$ cat src/rtl/vga_char_scanner.sv
// vga_char_scanner: 640x480 VGA timing, character memory addressing and pixel-aligned glyph outputs
module vga_char_scanner #(
   parameter int CLK_DIV   = 4,
   parameter int H_VISIBLE = 640,
   parameter int H_FRONT   = 16,
   parameter int H_SYNC    = 96,
   parameter int H_BACK    = 48,
   parameter int V_VISIBLE = 480,
   parameter int V_FRONT   = 10,
   parameter int V_SYNC    = 2,
   parameter int V_BACK    = 33
) (
   input  logic        clk,
   input  logic        rst,
   output logic [11:0] char_addr,
   input  logic [7:0]  char_data,
   output logic        pix_stb,
   output logic [7:0]  char_code,
   output logic [3:0]  glyph_row,
   output logic [2:0]  glyph_col,
   output logic        blank,
   output logic        hsync,
   output logic        vsync,
   output logic        frame_start
);
   localparam int DW = (CLK_DIV > 2) ? $clog2(CLK_DIV) : 1;
   localparam logic [DW-1:0] D_LAST = DW'(CLK_DIV - 1);
   localparam logic [9:0] H_LAST = 10'(H_VISIBLE + H_FRONT + H_SYNC + H_BACK - 1);
   localparam logic [9:0] V_LAST = 10'(V_VISIBLE + V_FRONT + V_SYNC + V_BACK - 1);
   localparam logic [9:0] H_VIS  = 10'(H_VISIBLE);
   localparam logic [9:0] V_VIS  = 10'(V_VISIBLE);
   localparam logic [9:0] HS_LO  = 10'(H_VISIBLE + H_FRONT);
   localparam logic [9:0] HS_HI  = 10'(H_VISIBLE + H_FRONT + H_SYNC - 1);
   localparam logic [9:0] VS_LO  = 10'(V_VISIBLE + V_FRONT);
   localparam logic [9:0] VS_HI  = 10'(V_VISIBLE + V_FRONT + V_SYNC - 1);

   logic [DW-1:0] div_q, div_d;
   logic [9:0]    h_cnt_q, h_cnt_d, v_cnt_q, v_cnt_d;
   logic [9:0]    hc_q, hc_d, vc_q, vc_d;
   logic [7:0]    data_q, data_d, code_q, code_d;
   logic [3:0]    row_q, row_d;
   logic [2:0]    col_q, col_d;
   logic          stb_q, stb_d, blank_q, blank_d, hs_q, hs_d, vs_q, vs_d, fs_q, fs_d;
   logic          pix_en, h_wrap, v_wrap;

   assign char_addr   = {v_cnt_q[8:4], h_cnt_q[9:3]};
   assign pix_stb     = stb_q;
   assign char_code   = code_q;
   assign glyph_row   = row_q;
   assign glyph_col   = col_q;
   assign blank       = blank_q;
   assign hsync       = hs_q;
   assign vsync       = vs_q;
   assign frame_start = fs_q;

   // divider, raster counters, memory-return capture and per-pixel output update
   always_comb begin
      pix_en  = div_q == D_LAST;
      h_wrap  = h_cnt_q == H_LAST;
      v_wrap  = v_cnt_q == V_LAST;
      div_d   = pix_en ? '0 : div_q + 1'b1;
      h_cnt_d = !pix_en ? h_cnt_q : h_wrap ? '0 : h_cnt_q + 1'b1;
      v_cnt_d = !(pix_en && h_wrap) ? v_cnt_q : v_wrap ? '0 : v_cnt_q + 1'b1;
      data_d  = char_data;
      hc_d    = h_cnt_q;
      vc_d    = v_cnt_q;
      stb_d   = pix_en;
      code_d  = pix_en ? data_q : code_q;
      row_d   = pix_en ? vc_q[3:0] : row_q;
      col_d   = pix_en ? hc_q[2:0] : col_q;
      blank_d = pix_en ? (hc_q >= H_VIS || vc_q >= V_VIS) : blank_q;
      hs_d    = pix_en ? !(hc_q >= HS_LO && hc_q <= HS_HI) : hs_q;
      vs_d    = pix_en ? !(vc_q >= VS_LO && vc_q <= VS_HI) : vs_q;
      fs_d    = pix_en ? (hc_q == '0 && vc_q == '0) : fs_q;
   end

   // state registers; reset returns to pixel (0,0) with blanked, inactive-sync outputs
   always_ff @(posedge clk or posedge rst) begin
      if (rst) begin
         div_q   <= '0;
         h_cnt_q <= '0;
         v_cnt_q <= '0;
         hc_q    <= '0;
         vc_q    <= '0;
         data_q  <= '0;
         stb_q   <= 1'b0;
         code_q  <= '0;
         row_q   <= '0;
         col_q   <= '0;
         blank_q <= 1'b1;
         hs_q    <= 1'b1;
         vs_q    <= 1'b1;
         fs_q    <= 1'b0;
      end else begin
         div_q   <= div_d;
         h_cnt_q <= h_cnt_d;
         v_cnt_q <= v_cnt_d;
         hc_q    <= hc_d;
         vc_q    <= vc_d;
         data_q  <= data_d;
         stb_q   <= stb_d;
         code_q  <= code_d;
         row_q   <= row_d;
         col_q   <= col_d;
         blank_q <= blank_d;
         hs_q    <= hs_d;
         vs_q    <= vs_d;
         fs_q    <= fs_d;
      end
   end
endmodule
$ cat config.mk
export PLATFORM = sky130hd
export DESIGN_NAME = vga_char_scanner
export DESIGN_NICKNAME = d
export VERILOG_FILES = /design/src/rtl/vga_char_scanner.sv
export SDC_FILE = /design/constraint.sdc
export NUM_CORES = 1
export LEC_CHECK = 0
export CORE_MARGIN = 2
export CORE_UTILIZATION = 47
export CTS_CLUSTER_SIZE = 8
export DETAILED_ROUTE_END_ITERATION = 8
export PLACE_DENSITY = 0.81
export SETUP_SLACK_MARGIN = 0.1
export SYNTH_ARGS = -nofsm -noshare
export SYNTH_HDL_FRONTEND = slang
export SYNTH_SLANG_ARGS = --single-unit
$ cat constraint.sdc
create_clock -name clk -period 2.41 [get_ports clk]
set_clock_uncertainty 0.2 [all_clocks]
set_input_delay 0.241 -clock clk [delete_from_list [all_inputs] [get_ports clk]]
set_output_delay 0.241 -clock clk [all_outputs]
set_load 0.005 [all_outputs]
After elaboration in Yosys (flattened, before gate mapping)
Index checks and enable logic that the tools add are counted.
Word-level totals
  register bits: 70
  input bits: 10
  output and inout bits: 32
  logic and storage cells: 38
Operators by class
  add/subtract/negate cells: 3
  $lt $le $gt $ge: 6
  equal/unequal tests: 3
  mux-type cells: 3
  reductions and logical operators: 9
Operators with widths (count)
  adder 10 x 1 -> 10 bit (second input constant): 2
  == test 10 bit (second input constant): 2
  greater-or-equal comparator 10 bit (second input constant): 2
  greater-or-equal comparator 10 x 9 -> 1 bit (second input constant): 2
  logical NOT 10 bit: 2
  two-way mux 10 bit: 2
  less-or-equal comparator 10 bit (second input constant): 1
  less-or-equal comparator 10 x 9 -> 1 bit (second input constant): 1
  logical AND 1 bit: 4
  adder 2 x 1 -> 2 bit (second input constant): 1
  == test 2 bit (second input constant): 1
  logical NOT 1 bit: 2
  two-way mux 2 bit: 1
  logical OR 1 bit: 1

Logic depth before layout (Yosys ltp)
  word-level depth: 3
  depth in mapped cells: 6
  mapped depth without buffers: 6

Worst setup path before layout
No wires, ideal clock.
  path kind: flip-flop to flip-flop
  start point: register h_cnt_q[6]
  end point: register v_cnt_q[9]
  library setup time: 77 ps
  data arrival time: 1993 ps
  data required time: 2133 ps
  path slack: 139 ps
  cell stages (with the launch flop): 5
  buffers on the path: 0
  period minus slack after synthesis: 2271 ps
  path through: dfrtp_1 or3b_1 or4_4 or4_1 a21oi_1
On the way
  word-level cells in the longest chain between the ends: 2
Ends and longest elaborated chain
  start, declared: line 38  | logic [9:0] h_cnt_q, h_cnt_d, v_cnt_q, v_cnt_d;
  start signal, assigned: line 96  | h_cnt_q <= h_cnt_d;
  == test 10 bit: line 59  | h_wrap = h_cnt_q == H_LAST;
  logical AND 1 bit: line 63  | v_cnt_d = !(pix_en && h_wrap) ? v_cnt_q : v_wrap ? '0 : v_cnt_q + 1'b1;
  end signal, assigned: line 97  | v_cnt_q <= v_cnt_d;
  end, declared: line 38
No other way between the ends.
A chain may end at the register's enable or synchronous reset.

Final worst setup path
Ends and elaborated chain as after synthesis.

==> flow_summary.ini <==
[worst_setup_path]
cp-startpoint = h_cnt_q[6]$_DFFE_PP0P_
crit_fanout = 5
r2r-end = v_cnt_q[9]$_DFFE_PP0P_
cp.required_ps = 2480
slowest_delay_ps = 530
crit_path_end_kind = flop
ff2ff_path_depth = 4
cp_slowest_cell = or4_4
cp-start-kind = flop
cp_common_cell = or4_4
crit_chain = or3b_4 > or4_4 > or4_4 > a21oi_2
r2r_slack_ps = 160
reg2reg_from = h_cnt_q[6]$_DFFE_PP0P_
setup.worst_path.class = reg2reg
critPathCapture = v_cnt_q[9]$_DFFE_PP0P_
crit_arrival_ps = 2320

[global_route]
antenna_found_initial = 0
overflow = 0
grt_max_degree = 71
first_global_vias = 1753
track_usage_pct = 17.4
grt_pass1_wl_um = 8200

[layout]
area_delta_synth_final_pct = 25.6
post-route-cell-area_sq_um = 3390
multiInputGateArea_sq_um = 822
fill_cells = 443
num-nets-final = 268
antennaDiodeCount = 0
seqCellArea_sq_um = 1760
drive_gt1_share_pct = 19.7

[clock_network]
cts_buffers = 9
cts_tree = built
clk_pin_slew_ps = 70
postCtsSetupBuffers = 0
cts_max_path_buffers = 2
ctsResizeCount = 0
clock_latency_ps = 340
hold_buffers = 0
numClockSinks = 70
root_buffer = clkbuf_8
htree_levels = 3

[synthesis]
yosysWarnings = 0
ys_ff_latch = 70
yosysMostFrequentCell = dfrtp_1
syn-num-nets = 224
yosys-top-cells-area = dfrtp_1 62%, mux2_2 7.1%, buf_4 3.3%
synth_commonest_cells = 67 x dfrtp_1, 17 x mux2_2, 12 x buf_4, 12 x nor2_1
synth_top_area_share_pct = 62.1
synthFlopType = dfrtp_1
synthCells = 210
yosysSeqAreaShare_pct = 65.0
synthArstFlopShare_pct = 100
yosys.area.top_type = dfrtp_1
synth_edf_count = 0
synth_cell_types = 35
syn-cell-area_sq_um = 2700
synth_area_per_cell_sq_um = 12.9

[sta]
drv_slew = 0
rsz0062_at_grt = false
finalCriticalPeriod_ps = 2250
fmax_ghz = 0.445
post-route-period-util_pct = 93.2
setup-violations-final = 0
slew_headroom_pct = 76.2
worstMarginPinSlew_ps = 358
setup_tns_ps = 0
hold_violations = 0

[floorplanning]
io_pins = 42
rows = 27
start_util_pct = 48.7
dieArea_sq_um = 6360
fp.dieW_um = 79.8
die_y_um = 79.8
core_area_sq_um = 5540

[route]
vias_per_cell = 5.31
via_count = 1758
drtPass1Iterations = 4
drtIter0Drc = 122
route.detailed.drc = 0
wirelength_um = 4860
wl_per_cell_um = 14.7
ant_nets = 0

[run]
maxCapViolations = 0

[power]
power_density_nw_per_um2 = 651
irDropWorstVdd_uv = 348
p_leak_nw = 1.50

[place]
dpl_cell_area_sq_um = 3170
hpwl_um = 3380
io_buffer_count = 41
gp_congestion = 0.747

[run_status]
status = complete, no violations

[min_path]
hold_class = in2async
[report_power, final]
group / total (mW) / internal [mW] / switching, mW / leakage, nW
combinational: 0.0608 / 0.0322 / 0.0286 / 0.507
sequential: 1.19 / 1.19 / 0.00500 / 0.895
clock: 0.952 / 0.532 / 0.420 / 0.0976
total: 2.21 / 1.75 / 0.453 / 1.50
[sequential cells by signal (all words and copies together) (netlist names)]
name and count:
div_q 2, hc_q 10, pix_stb 1, h_cnt_q 10, hsync 1, char_code 8
data_q 8, vc_q 10, glyph_row 4, frame_start 1, vsync 1, blank 1
glyph_col 3, v_cnt_q 10
[through the flow]
stage | power (mW) | cells | util (%) | setup WS [ps] | hold WS (ps)
CTS | 2.24 | 331 | 61.0 | 123 | 105
detailed placement | 1.28 | 315 | 57.2 | 146 | 220
global placement | 1.28 | 315 | 57.2 | 174 | 211
floorplan | 1.24 | 210 | - | 139 | 72.4
finish | 2.21 | 331 | 61.2 | 163 | 106
global route | 2.28 | 331 | 61.2 | 112 | 128
[layout make-up]
class | instances | share of cell area, %
sequential | 70 | 51.8
inverter | 6 | 0.664
clock buffer | 11 | 4.47
clock inverter | 5 | 1.70
timing repair buffer | 50 | 14.5
multi-input combinational | 117 | 24.3
tap | 72 | 2.66
[worst max-delay path, delay by kind of cell, from the launching register on]
kind	cells	cell delay, ps
AND/OR/NAND/NOR	3	1450
flip-flops	1	390
AO/OA/AOI/OAI	1	140
[layout by cell type (no fill, tap or decap), types with 2 or more instances in the layout]
master and instances:
clkdlybuf4s50_1 41, dfstp_2 3, dfrtp_1 67, xnor2_1 4
a31oi_1 2, mux2_2 17, a21oi_1 4, clkinvlp_4 3
nand3_1 9, and3_1 2, buf_4 8, o21ai_0 4
nand4_1 10, xor2_1 6, nor4_1 3, nand2_1 10
inv_1 5, nor3_1 7, or4_1 4, nor2_1 12
or4_4 2, clkbuf_8 11, o31ai_1 3, nand2b_1 2
ha_1 4
[layer usage]
metal / wire length, um / GRT usage (%)
met4: 138 / 10.2
met1: 2110 / 21.9
met5: 0 / 0
met2: 2400 / 27.3
met3: 216 / 4.41
[logic make-up after synthesis]
| group | count (synthesis) | share of synthesized area, % |
|---|---|---|
| buf+inv | 23 | 4.87 |
| xor+xnor | 10 | 3.25 |
| compound gates | 17 | 3.76 |
| fa+ha+maj | 4 | 1.85 |
| mux | 18 | 7.46 |
| simple gates | 68 | 13.8 |
| flops | 70 | 65.0 |
[worst min-delay path by stage]
stage / from / endpoint / slack (ps) / cells after the start
after floorplan: char_data[0] / data_q[0]$_DFF_PP0_ / 70 / 0
after global placement: div_q[0]$_DFF_PP0_ / div_q[0]$_DFF_PP0_ / 210 / 1
after detailed placement: div_q[0]$_DFF_PP0_ / div_q[0]$_DFF_PP0_ / 220 / 1
after CTS: rst / char_code[5]$_DFFE_PP0P_ / 100 / 3
after global routing: rst / data_q[5]$_DFF_PP0_ / 130 / 3
final: rst / data_q[5]$_DFF_PP0_ / 110 / 3
Power figures use the tool's default switching activity.
